[src/rtl/muldiv_sequencer.sv]
// Sequencer for the shared iterative multiply/divide unit: issues load/step
// strobes, stalls the execute stage while busy and traps divide-by-zero up front.
module muldiv_sequencer #(
  parameter int unsigned DIV_CYCLES = 32,
  parameter int unsigned MUL_CYCLES = 4
) (
  input  logic       i_clk,
  input  logic       i_reset,
  input  logic       i_start,
  input  logic [1:0] i_op,
  input  logic       i_divisor_zero,
  input  logic       i_flush,
  output logic       o_stall_c,
  output logic       o_unit_load,
  output logic       o_unit_step,
  output logic       o_unit_signed,
  output logic       o_unit_is_div,
  output logic       o_done,
  output logic       o_div_zero_fault
);

  localparam int unsigned MAX_CYCLES = (DIV_CYCLES > MUL_CYCLES) ? DIV_CYCLES : MUL_CYCLES;
  localparam int unsigned CNT_W      = $clog2(MAX_CYCLES + 1);

  typedef enum logic [2:0] {
    S_IDLE  = 3'd0,
    S_LOAD  = 3'd1,
    S_RUN   = 3'd2,
    S_DONE  = 3'd3,
    S_FAULT = 3'd4
  } state_t;

  state_t             r_state;
  state_t             w_state_nxt;
  logic [CNT_W-1:0]   r_cnt;
  logic [CNT_W-1:0]   w_cnt_nxt;
  logic               r_unit_signed;
  logic               r_unit_is_div;
  logic               w_signed_nxt;
  logic               w_is_div_nxt;
  logic               r_unit_load;
  logic               r_unit_step;
  logic               r_done;
  logic               r_div_zero_fault;

  // State, step counter and captured operation
  always_ff @(posedge i_clk) begin
    if (i_reset) begin
      r_state          <= S_IDLE;
      r_cnt            <= '0;
      r_unit_signed    <= 1'b0;
      r_unit_is_div    <= 1'b0;
      r_unit_load      <= 1'b0;
      r_unit_step      <= 1'b0;
      r_done           <= 1'b0;
      r_div_zero_fault <= 1'b0;
    end else begin
      r_state          <= w_state_nxt;
      r_cnt            <= w_cnt_nxt;
      r_unit_signed    <= w_signed_nxt;
      r_unit_is_div    <= w_is_div_nxt;
      r_unit_load      <= (w_state_nxt == S_LOAD);
      r_unit_step      <= (w_state_nxt == S_RUN);
      r_done           <= (w_state_nxt == S_DONE);
      r_div_zero_fault <= (w_state_nxt == S_FAULT);
    end
  end

  // Next-state and counter logic; flush overrides everything
  always_comb begin
    w_state_nxt  = r_state;
    w_cnt_nxt    = r_cnt;
    w_signed_nxt = r_unit_signed;
    w_is_div_nxt = r_unit_is_div;

    unique case (r_state)
      S_IDLE: begin
        if (i_start) begin
          w_signed_nxt = i_op[0];
          w_is_div_nxt = i_op[1];
          w_state_nxt  = (i_op[1] && i_divisor_zero) ? S_FAULT : S_LOAD;
        end
      end
      S_LOAD: begin
        w_cnt_nxt   = r_unit_is_div ? CNT_W'(DIV_CYCLES) : CNT_W'(MUL_CYCLES);
        w_state_nxt = S_RUN;
      end
      S_RUN: begin
        if (r_cnt != '0) begin
          w_cnt_nxt = r_cnt - CNT_W'(1);
        end
        // A zero count cannot occur normally; leaving on it avoids a lockup
        if (r_cnt <= CNT_W'(1)) begin
          w_state_nxt = S_DONE;
        end
      end
      S_DONE:  w_state_nxt = S_IDLE;
      S_FAULT: w_state_nxt = S_IDLE;
      default: w_state_nxt = S_IDLE;
    endcase

    if (i_flush) begin
      w_state_nxt  = S_IDLE;
      w_cnt_nxt    = '0;
      w_signed_nxt = r_unit_signed;
      w_is_div_nxt = r_unit_is_div;
    end
  end

  // Stall drops in DONE so the pipeline captures the result that cycle
  assign o_stall_c = !i_reset &&
                     ((i_start && !i_flush && (r_state == S_IDLE)) ||
                      (r_state == S_LOAD) || (r_state == S_RUN) || (r_state == S_FAULT));

  assign o_unit_load      = r_unit_load;
  assign o_unit_step      = r_unit_step;
  assign o_unit_signed    = r_unit_signed;
  assign o_unit_is_div    = r_unit_is_div;
  assign o_done           = r_done;
  assign o_div_zero_fault = r_div_zero_fault;

endmodule

[config.mk]
export PLATFORM = sky130hd
export DESIGN_NAME = muldiv_sequencer
export DESIGN_NICKNAME = d
export VERILOG_FILES = /design/src/rtl/muldiv_sequencer.sv
export SDC_FILE = /design/constraint.sdc
export NUM_CORES = 1
export LEC_CHECK = 0
export ABC_AREA = 1
export ABC_CLOCK_PERIOD_IN_PS = 2200
export CELL_PAD_IN_SITES_DETAIL_PLACEMENT = 1
export CELL_PAD_IN_SITES_GLOBAL_PLACEMENT = 1
export CORE_MARGIN = 5
export CORE_UTILIZATION = 37
export CTS_CLUSTER_DIAMETER = 60
export DETAILED_ROUTE_END_ITERATION = 8
export PLACE_DENSITY = 0.89
export SKIP_LAST_GASP = 1
export SLEW_MARGIN = 30
export SYNTH_ARGS = -nofsm -noshare
export SYNTH_HDL_FRONTEND = slang
export SYNTH_SLANG_ARGS = --single-unit
[constraint.sdc]
create_clock -name i_clk -period 2.2 [get_ports i_clk]
set_input_delay 0.55 -clock i_clk [delete_from_list [all_inputs] [get_ports i_clk]]
set_output_delay 0.55 -clock i_clk [all_outputs]
set_load 0.03 [all_outputs]
Word level (Yosys, flattened, before mapping)
Index checks and enable logic that the tools add are counted.

storage, ports and cells
  flip-flop bits (word level) = 15
  output and inout port bits = 7
  word-level logic and storage cells = 42

operators by class
  add/subtract/negate cells = 1
  order comparisons = 1
  eq/ne operators = 8
  muxes and demuxes = 8
  bitwise logic cells = 1
  reduce and logical (&&, ||, !) cells = 15

operator list
  operator               number
  $mux W3                4
  $mux W6                2
  $pmux W6 S2            1
  $eq A3 B2 Y1 const B   3
  $pmux W3 S3            1
  $eq A3 B1 Y1 const B   2
  $eq A3 B3 Y1 const B   2
  $le A6 B1 Y1 const B   1
  $reduce_bool A6 Y1     1
  $sub A6 B1 Y6 const B  1
  $logic_and A1 B1 Y1    4
  $logic_not A3 Y1       1
  $logic_or A1 B1 Y1     3
  $reduce_and A3 Y1      1
  $logic_not A1 Y1       2
  $ne A2 B2 Y1 const B   1
  $reduce_and A2 Y1      1
  $reduce_bool A2 Y1     1
  $reduce_or A2 Y1       1
  $not A1 Y1             1

Depth between registers and ports, before layout
Gate-level depths: netlist of run 1.

  depth in word-level cells = 7
  mapped depth = 9
  depth with buffers taken out = 9

Worst setup path after synthesis of run 1
No wires, ideal clock.

  path type = input to output
  start point = input i_flush
  end point = output o_stall_c
  arrival = 1313 ps
  data required time = 1650 ps
  slack = 337 ps
  cell stages on the path = 3
  buffers on the path = 0
  path through = inv_1 nand3_1 a31oi_1

between the ends
  word-level cells in the longest chain between the ends = 7

ends and longest elaborated chain
  element                           RTL line  source
  start: declaration                12        input logic i_flush,
  $logic_not A1 Y1                  112       ((i_start && !i_flush && (r_state == S_IDLE)) ||
  $logic_and A1 B1 Y1 (2 in a row)  112
  $logic_or A1 B1 Y1                112
  $logic_or A1 B1 Y1 (2 in a row)   113       (r_state == S_LOAD) || (r_state == S_RUN) || (r_state == S_FAULT));
  $logic_and A1 B1 Y1               111       assign o_stall_c = !i_reset &&
  end: declaration                  13        output logic o_stall_c,

No other way between the ends.

Final worst setup path of run 1
  start point = input i_start
  end point = output o_stall_c

between the ends
  word-level cells in the longest chain between the ends = 6

ends and longest elaborated chain
  element                           RTL line  source
  start: declaration                9         input logic i_start,
  $logic_and A1 B1 Y1 (2 in a row)  112
  $logic_or A1 B1 Y1                112
  $logic_or A1 B1 Y1 (2 in a row)   113
  $logic_and A1 B1 Y1               111

No other way between the ends.

==> metrics.txt, run 1 <==
# TYPE chip_impl_metric gauge
chip_impl_info{name="status",value="complete, no violations"} 1
chip_impl_metric{name="row_count",unit=""} 16
chip_impl_metric{name="ir_worst_vdd",unit="V"} 0.0003970
chip_impl_info{name="synth_top_family_by_area",value="simple AND/OR/NAND/NOR gates"} 1
chip_impl_info{name="crit_family",value="buffers and inverters"} 1
chip_impl_metric{name="routed_wl",unit="µm"} 2184
chip_impl_metric{name="ys_seq_area_share",unit="%"} 40.75
chip_impl_info{name="clk_root_buffer_cell",value="sky130_fd_sc_hd__clkbuf_4"} 1
chip_impl_metric{name="cts_hold_buffers",unit=""} 0
chip_impl_info{name="start_kind",value="primary input"} 1
chip_impl_metric{name="netSwitchingPower",unit="mW"} 0.1495
chip_impl_metric{name="grt_util_met1",unit="%"} 17.76
chip_impl_metric{name="first_global_vias",unit=""} 793
chip_impl_metric{name="adder_and_majority_cell_fraction_of_the_synthesized_area",unit="%"} 3.396
chip_impl_metric{name="viasPerCell",unit=""} 4.936
chip_impl_metric{name="floorplan.die.width",unit="µm"} 54.63
chip_impl_metric{name="tritoncts.num_buffers",unit=""} 3
chip_impl_info{name="tritoncts",value="done"} 1
chip_impl_metric{name="yosys.area_share.simple",unit="%"} 39.05
chip_impl_metric{name="finalSetupViolations",unit=""} 0
chip_impl_metric{name="fillers",unit=""} 267
chip_impl_metric{name="final-hold-violation-count",unit=""} 0
chip_impl_info{name="critical_path_class",value="primary input to output port"} 1
chip_impl_metric{name="avgSynthCellArea",unit="µm²"} 6.639
chip_impl_metric{name="cp_max_fo",unit=""} 2
chip_impl_metric{name="yosysWarnings",unit=""} 0
chip_impl_metric{name="overall_overflow_remaining_after_global_route",unit=""} 0
chip_impl_metric{name="timing.critical_path.slowest_cell_delay",unit="ps"} 490
chip_impl_metric{name="cellPowerDensity",unit="nW/µm²"} 559.8
chip_impl_metric{name="htree_levels",unit=""} 1
chip_impl_metric{name="first_pass_grt_wire_length",unit="µm"} 3525
chip_impl_metric{name="areaGrowthSynthToFinish",unit="%"} 28.69
chip_impl_info{name="unrepaired_setup_endpoints_after_global_routing",value="no"} 1
chip_impl_metric{name="synth-edff-count",unit=""} 0
chip_impl_metric{name="diodes",unit=""} 0
chip_impl_metric{name="drtPass1Iterations",unit=""} 4
chip_impl_metric{name="design_power_total",unit="mW"} 0.5309
chip_impl_metric{name="globalRouteMet2Util",unit="%"} 30.31
chip_impl_metric{name="gp_routability_congestion",unit=""} 0.8604
chip_impl_metric{name="clk_path_buf_depth",unit=""} 2
chip_impl_metric{name="final_layout_size_suffix_gt1_share",unit="%"} 12.31
chip_impl_metric{name="p_sw_share",unit="%"} 28.16
chip_impl_metric{name="ys_ff_latch",unit=""} 15
chip_impl_metric{name="synth-compound-area-share",unit="%"} 7.640
chip_impl_metric{name="asyncSetResetFlopFracSynth",unit="%"} 0
chip_impl_metric{name="slew_violations",unit=""} 0
chip_impl_metric{name="synth_area",unit="µm²"} 737.0
chip_impl_metric{name="drt_first_iter_violations",unit=""} 10
chip_impl_info{name="post-synth-top-area-cell",value="sky130_fd_sc_hd__dfxtp_1"} 1
chip_impl_metric{name="sequential_power_share",unit="%"} 53.0
chip_impl_info{name="grt.busiest_layer",value="met2"} 1
chip_impl_metric{name="clk-insertion-delay-late",unit="ps"} 300
chip_impl_metric{name="placedInstanceArea",unit="µm²"} 909.6
chip_impl_metric{name="fin_area",unit="µm²"} 948.4
chip_impl_metric{name="clkTransAtPathRegs",unit="ps"} 90
chip_impl_metric{name="worst_ep_required_time",unit="ps"} 1650
chip_impl_info{name="min_path_type",value="flip-flop to flip-flop"} 1
chip_impl_metric{name="drv.max_cap_violation_count",unit=""} 0
chip_impl_metric{name="syn_inst",unit=""} 111
chip_impl_metric{name="yosys.area.top_type_share",unit="%"} 40.75
chip_impl_metric{name="muxShareOfSynthArea",unit="%"} 0
chip_impl_metric{name="final_period_minus_worst_setup_slack",unit="ps"} 2097
chip_impl_metric{name="initial_utilization",unit="%"} 38.35
chip_impl_metric{name="grt_util_met3",unit="%"} 3.815
chip_impl_metric{name="final.period_utilization",unit="%"} 95.33
chip_impl_info{name="end_kind",value="output port"} 1
chip_impl_metric{name="share_of_the_synthesized_netlist_area_taken_by_xor_and_xnor_gates",unit="%"} 0
chip_impl_metric{name="setup_total_negative_slack",unit="ps"} 0
chip_impl_metric{name="grt_start_max_net_pins",unit=""} 9
chip_impl_metric{name="remaining_drc_errors",unit=""} 0
chip_impl_info{name="synth.top_cells.by_count",value="29 x sky130_fd_sc_hd__nand2_1, 17 x sky130_fd_sc_hd__nor2_1, 15 x sky130_fd_sc_hd__dfxtp_1, 15 x sky130_fd_sc_hd__inv_1, 9 x sky130_fd_sc_hd__nand3_1"} 1
chip_impl_metric{name="finClkSkew",unit="ps"} 3.625
chip_impl_metric{name="design.portCount",unit=""} 14
chip_impl_info{name="postSynth.topFlopCell",value="sky130_fd_sc_hd__dfxtp_1"} 1
chip_impl_info{name="synth.most_common_cell",value="sky130_fd_sc_hd__nand2_1"} 1
chip_impl_metric{name="hpwl",unit="µm"} 1605
chip_impl_metric{name="achievable-frequency",unit="MHz"} 476.8
chip_impl_metric{name="maxSlewHeadroom",unit="%"} 72.07
chip_impl_metric{name="floorplan.core_area",unit="µm²"} 1922
chip_impl_metric{name="timing.critical_path.arrival",unit="ps"} 1550
chip_impl_metric{name="finalNetCount",unit=""} 140
chip_impl_metric{name="antenna_violating_nets_post_route",unit=""} 0
chip_impl_metric{name="design.die.area",unit="µm²"} 2984
chip_impl_metric{name="p_clk_share",unit="%"} 31.7
chip_impl_metric{name="syn_nets",unit=""} 120
chip_impl_metric{name="combinational_power_share",unit="%"} 15.2
chip_impl_metric{name="grt_use_total",unit="%"} 17.16
chip_impl_metric{name="tightestPinTransition",unit="ps"} 417.5
chip_impl_metric{name="cts.sinks",unit=""} 15
chip_impl_metric{name="p_int",unit="mW"} 0.3814
chip_impl_metric{name="post_synth_num_cell_types",unit=""} 19
chip_impl_metric{name="via_count",unit=""} 775
chip_impl_info{name="critical-path-slowest-cell",value="sky130_fd_sc_hd__clkdlybuf4s50_1"} 1
chip_impl_metric{name="grt_antenna_before_repair",unit=""} 0
chip_impl_metric{name="die_h",unit="µm"} 54.63
chip_impl_info{name="timing.critical_path.cells",value="clkdlybuf4s50_1 -> nand3_1 -> a31oi_1 -> buf_4"} 1
chip_impl_metric{name="wl_per_cell",unit="µm"} 13.91
chip_impl_metric{name="port_buffers",unit=""} 13
chip_impl_metric{name="worst_path_bufs_invs",unit=""} 2
chip_impl_info{name="ys_top_cells_by_area",value="sky130_fd_sc_hd__dfxtp_1 41%, sky130_fd_sc_hd__nand2_1 15%, sky130_fd_sc_hd__nor2_1 8.7%"} 1
chip_impl_metric{name="static-leakage-power",unit="nW"} 0.4391
[timing repair]
item | 4_1_cts | 5_1_grt
resized for setup | 0 | 3
setup buffers | 0 | 1
setup endpoints to repair | 0 | 1
[placed cells by master (no fill, tap or decap)]
cell type	instances
sky130_fd_sc_hd__dlymetal6s2s_1	1
sky130_fd_sc_hd__nand2_2	3
sky130_fd_sc_hd__nand3b_1	1
sky130_fd_sc_hd__o21ai_0	2
sky130_fd_sc_hd__nand4_1	2
sky130_fd_sc_hd__inv_1	14
sky130_fd_sc_hd__nor3_1	1
sky130_fd_sc_hd__nand3_2	2
sky130_fd_sc_hd__nor2_1	17
sky130_fd_sc_hd__a21oi_1	7
sky130_fd_sc_hd__dfxtp_1	15
sky130_fd_sc_hd__o21ai_1	1
sky130_fd_sc_hd__nand3_1	9
sky130_fd_sc_hd__clkbuf_4	3
sky130_fd_sc_hd__clkdlybuf4s50_1	11
sky130_fd_sc_hd__buf_4	4
sky130_fd_sc_hd__nand2_1	28
sky130_fd_sc_hd__inv_2	3
sky130_fd_sc_hd__or2_2	1
sky130_fd_sc_hd__or2_0	1
sky130_fd_sc_hd__clkbuf_1	1
sky130_fd_sc_hd__a31oi_1	1
sky130_fd_sc_hd__ha_1	2
[state kept, by name (all words and copies together) (netlist names)]
register          flops
o_done                1
o_unit_load           1
o_unit_step           1
o_unit_signed         1
r_cnt                 6
r_state               3
o_unit_is_div         1
o_div_zero_fault      1
[worst register-to-register path, stage by stage, from the launching register on]
cell and delay (ps):
sky130_fd_sc_hd__dfxtp_1 340, sky130_fd_sc_hd__inv_1 160, sky130_fd_sc_hd__ha_1 240, sky130_fd_sc_hd__nand2_1 90
sky130_fd_sc_hd__nor2_1 170, sky130_fd_sc_hd__nand3_1 130, sky130_fd_sc_hd__nand2_1 150, sky130_fd_sc_hd__nand2_1 60
sky130_fd_sc_hd__a21oi_1 140
[path summary, 6_finish.rpt]
| path | startpoint | to | slack [ps] | depth (start not counted) |
|---|---|---|---|---|
| min | r_cnt[0] | r_cnt[0] | 470 | 1 |
| max reg2reg | r_cnt[0] | r_cnt[3] | 660 | 8 |
| min reg2reg | r_cnt[0] | r_cnt[0] | 470 | 1 |
| max | i_start | o_stall_c | 100 | 4 |
[power groups by stage]
stage	clock network [mW]	logic, mW	registers (mW)
final	0.168	0.0809	0.282
after global routing	0.180	0.0894	0.282
after detailed placement	0	0.0774	0.288
after CTS	0.174	0.0782	0.282
after global placement	0	0.0739	0.288
after floorplan	0	0.0372	0.294
[metal layers]
metal  part of all wire, %  vias up
met5                     0        -
met4                   3.4        0
met1                    43      364
li1                      -      386
met3                   3.2        7
met2                    50       18
[area by class of cell]
class	count	area, µm²	share of cell area, %
well taps	27	33.78	3.562
inverters	17	63.81	6.728
flip-flops and latches	15	300.3	31.66
repair buffers	16	152.6	16.09
clock buffers	4	26.28	2.770
multi-input cells	78	371.6	39.18
[kinds of logic after synthesis]
logic type      Yosys count
buf+inv                  18
flops                    15
compound gates           11
simple gates             65
fa+ha+maj                 2
[through the flow]
step                      hold slack (ps)  cells  util, %  setup WS [ps]
after global placement              447.2    152    47.33          137.4
after global routing                481.1    157    49.35          1.376
after CTS                           473.6    156    48.70          60.78
final                               471.2    157    49.35          102.6
after detailed placement            456.7    152    47.33          60.01
after floorplan                     431.1    111        -          337.1
Power figures use the tool's default switching activity.
==> run 2, diff against run 1 <==
- GPL_TIMING_DRIVEN: unset -> 1
==> results of run 2 <==
Final layout, timing and power as in run 1 (identical DEF).
==> run 3, diff against run 2 <==
- PLACE_DENSITY: 0.89 -> unset
- PLACE_DENSITY_LB_ADDON: unset -> 0.12
- SKIP_LAST_GASP: 1 -> unset
==> run 3 against run 2 <==
- routed wire length shrank 19%
- clock power shrank 9.5%
- sequential share of layout area grew 0.42 points
- global-route usage shrank 2.5 points
- critical endpoint unchanged
- highest routed layer unchanged
==> metrics.txt, run 3 (same netlist as run 1, synthesis figures left out) <==
# TYPE chip_impl_metric gauge
chip_impl_info{name="status",value="complete, no violations"} 1
chip_impl_info{name="clk_root_buffer_cell",value="sky130_fd_sc_hd__clkbuf_4"} 1
chip_impl_metric{name="floorplan.core_area",unit="µm²"} 1922
chip_impl_metric{name="cts_hold_buffers",unit=""} 0
chip_impl_metric{name="achievable-frequency",unit="MHz"} 480.5
chip_impl_metric{name="cts.repair_timing.setup_buffer_count",unit=""} 0
chip_impl_metric{name="htree_levels",unit=""} 1
chip_impl_metric{name="drtPass1Iterations",unit=""} 4
chip_impl_metric{name="cts-resized-gates",unit=""} 0
chip_impl_metric{name="cts.sinks",unit=""} 15
chip_impl_metric{name="final-hold-violation-count",unit=""} 0
chip_impl_metric{name="floorplan.die.width",unit="µm"} 54.63
chip_impl_info{name="critical_path_class",value="primary input to output port"} 1
chip_impl_info{name="leading_cell_type_in_the_layout_fill_and_taps_excluded",value="sky130_fd_sc_hd__nand2_1"} 1
chip_impl_info{name="highest_count_cells_in_the_layout_ignoring_fill_and_taps",value="29 x sky130_fd_sc_hd__nand2_1, 17 x sky130_fd_sc_hd__nor2_1, 15 x sky130_fd_sc_hd__inv_1, 15 x sky130_fd_sc_hd__dfxtp_1, 12 x sky130_fd_sc_hd__clkdlybuf4s50_1"} 1
chip_impl_metric{name="diodes",unit=""} 0
chip_impl_metric{name="tritoncts.num_buffers",unit=""} 3
chip_impl_metric{name="maxSlewHeadroom",unit="%"} 72.91
chip_impl_metric{name="clk-insertion-delay-late",unit="ps"} 280
chip_impl_metric{name="remaining_drc_errors",unit=""} 0
chip_impl_metric{name="ir_worst_vdd",unit="V"} 0.0003870
chip_impl_metric{name="via_count",unit=""} 734
chip_impl_info{name="largest_registers",value="r_cnt: 6 flops, r_state: 3 flops"} 1
chip_impl_metric{name="timing.critical_path.arrival",unit="ps"} 1530
chip_impl_info{name="crit_family",value="buffers and inverters"} 1
chip_impl_metric{name="worst_ep_required_time",unit="ps"} 1650
chip_impl_metric{name="design.portCount",unit=""} 14
chip_impl_metric{name="cp_max_fo",unit=""} 4
chip_impl_metric{name="grt_use_total",unit="%"} 14.61
chip_impl_info{name="start_kind",value="primary input"} 1
chip_impl_metric{name="final.period_utilization",unit="%"} 94.60
chip_impl_info{name="timing.critical_path.cells",value="clkdlybuf4s50_1 -> inv_1 -> nand3_1 -> a31oi_1 -> buf_4"} 1
chip_impl_info{name="min_path_type",value="flip-flop to flip-flop"} 1
chip_impl_metric{name="max_ffs_per_register",unit=""} 6
chip_impl_metric{name="hpwl",unit="µm"} 1467
chip_impl_metric{name="static-leakage-power",unit="nW"} 0.4266
chip_impl_metric{name="first_pass_grt_wire_length",unit="µm"} 3042
chip_impl_metric{name="finClkSkew",unit="ps"} 5.440
chip_impl_metric{name="antenna_violating_nets_post_route",unit=""} 0
chip_impl_info{name="end_kind",value="output port"} 1
chip_impl_metric{name="gp_routability_congestion",unit=""} 0.7833
chip_impl_metric{name="die_h",unit="µm"} 54.63
chip_impl_info{name="unrepaired_setup_endpoints_after_global_routing",value="no"} 1
chip_impl_metric{name="finalSetupViolations",unit=""} 0
chip_impl_metric{name="cellPowerDensity",unit="nW/µm²"} 543.6
chip_impl_metric{name="viasPerCell",unit=""} 4.705
chip_impl_metric{name="design_power_total",unit="mW"} 0.5088
chip_impl_metric{name="grt_start_max_net_pins",unit=""} 9
chip_impl_metric{name="worst_path_bufs_invs",unit=""} 3
chip_impl_metric{name="final_layout_size_suffix_gt1_share",unit="%"} 10.08
chip_impl_metric{name="first_global_vias",unit=""} 717
chip_impl_metric{name="slew_violations",unit=""} 0
chip_impl_metric{name="initial_utilization",unit="%"} 38.35
chip_impl_metric{name="drt_first_iter_violations",unit=""} 7
chip_impl_metric{name="setup_total_negative_slack",unit="ps"} 0
chip_impl_metric{name="layoutNonFillerInstCount",unit=""} 156
chip_impl_metric{name="clk_path_buf_depth",unit=""} 2
chip_impl_metric{name="row_count",unit=""} 16
chip_impl_metric{name="placed_cells_incl_taps",unit=""} 152
chip_impl_metric{name="routed_wl",unit="µm"} 1773
chip_impl_metric{name="tightestPinTransition",unit="ps"} 404.8
chip_impl_metric{name="grt_antenna_before_repair",unit=""} 0
chip_impl_metric{name="overall_overflow_remaining_after_global_route",unit=""} 0
chip_impl_info{name="critical-path-slowest-cell",value="sky130_fd_sc_hd__clkdlybuf4s50_1"} 1
chip_impl_metric{name="finalNetCount",unit=""} 139
chip_impl_metric{name="drv.max_cap_violation_count",unit=""} 0
chip_impl_metric{name="design.die.area",unit="µm²"} 2984
chip_impl_metric{name="port_buffers",unit=""} 13
chip_impl_metric{name="areaGrowthSynthToFinish",unit="%"} 26.99
chip_impl_info{name="tritoncts",value="done"} 1
chip_impl_metric{name="clkTransAtPathRegs",unit="ps"} 80
chip_impl_info{name="max_flop_register",value="r_cnt"} 1
chip_impl_metric{name="timing.critical_path.slowest_cell_delay",unit="ps"} 420
chip_impl_metric{name="final_period_minus_worst_setup_slack",unit="ps"} 2081
chip_impl_metric{name="wl_per_cell",unit="µm"} 11.37
[run 3: changes by cell type in the layout (fill, tap and decap cells not counted), sizes merged]
cell | before | now
buf | 4 | 3
dlymetal6s2s | 1 | 0
clkdlybuf4s50 | 11 | 12
[run 3: final cells by class]
class	instances	area [µm²]
clock buffer	4	26.28
fill	267	985.9
inverter	17	63.81
multi-input combinational	78	369.1
sequential	15	300.3
tap	27	33.78
timing repair buffer	15	142.6
[run 3: stage by stage]
stage / hold WS (ps) / cell area [µm²] / worst slack, ps / utilization, %
2_1_floorplan: 431.1 / 737.0 / 337.1 / -
3_3_place_gp: 453.7 / 909.6 / 159.4 / 47.33
3_5_place_dp: 460.8 / 909.6 / 108.9 / 47.33
4_1_cts: 475.2 / 935.9 / 112.5 / 48.70
5_1_grt: 498.8 / 935.9 / 8.834 / 48.70
6_report: 469.2 / 935.9 / 118.7 / 48.70
[run 3: final timing paths]
kind,from,to,slack (ps),cells past startpoint
hold reg to reg,r_cnt[0],r_cnt[0],470,1
setup / recovery,i_flush,o_stall_c,120,5
hold / removal,r_cnt[0],r_cnt[0],470,1
setup reg to reg,r_cnt[0],r_cnt[1],710,8
[run 3: metal layers]
layer / GRT usage, % / vias up / part of all wire [%]
met5: 0 / - / 0
met4: 4.979 / 0 / 1.4
met3: 5.450 / 4 / 4.0
met2: 23.23 / 8 / 47
met1: 17.90 / 335 / 48
li1: - / 387 / -
[run 3: power breakdown]
group | switching [mW] | internal, mW
registers | 0.00422 | 0.277
logic | 0.0429 | 0.0321
clock network | 0.0819 | 0.0704
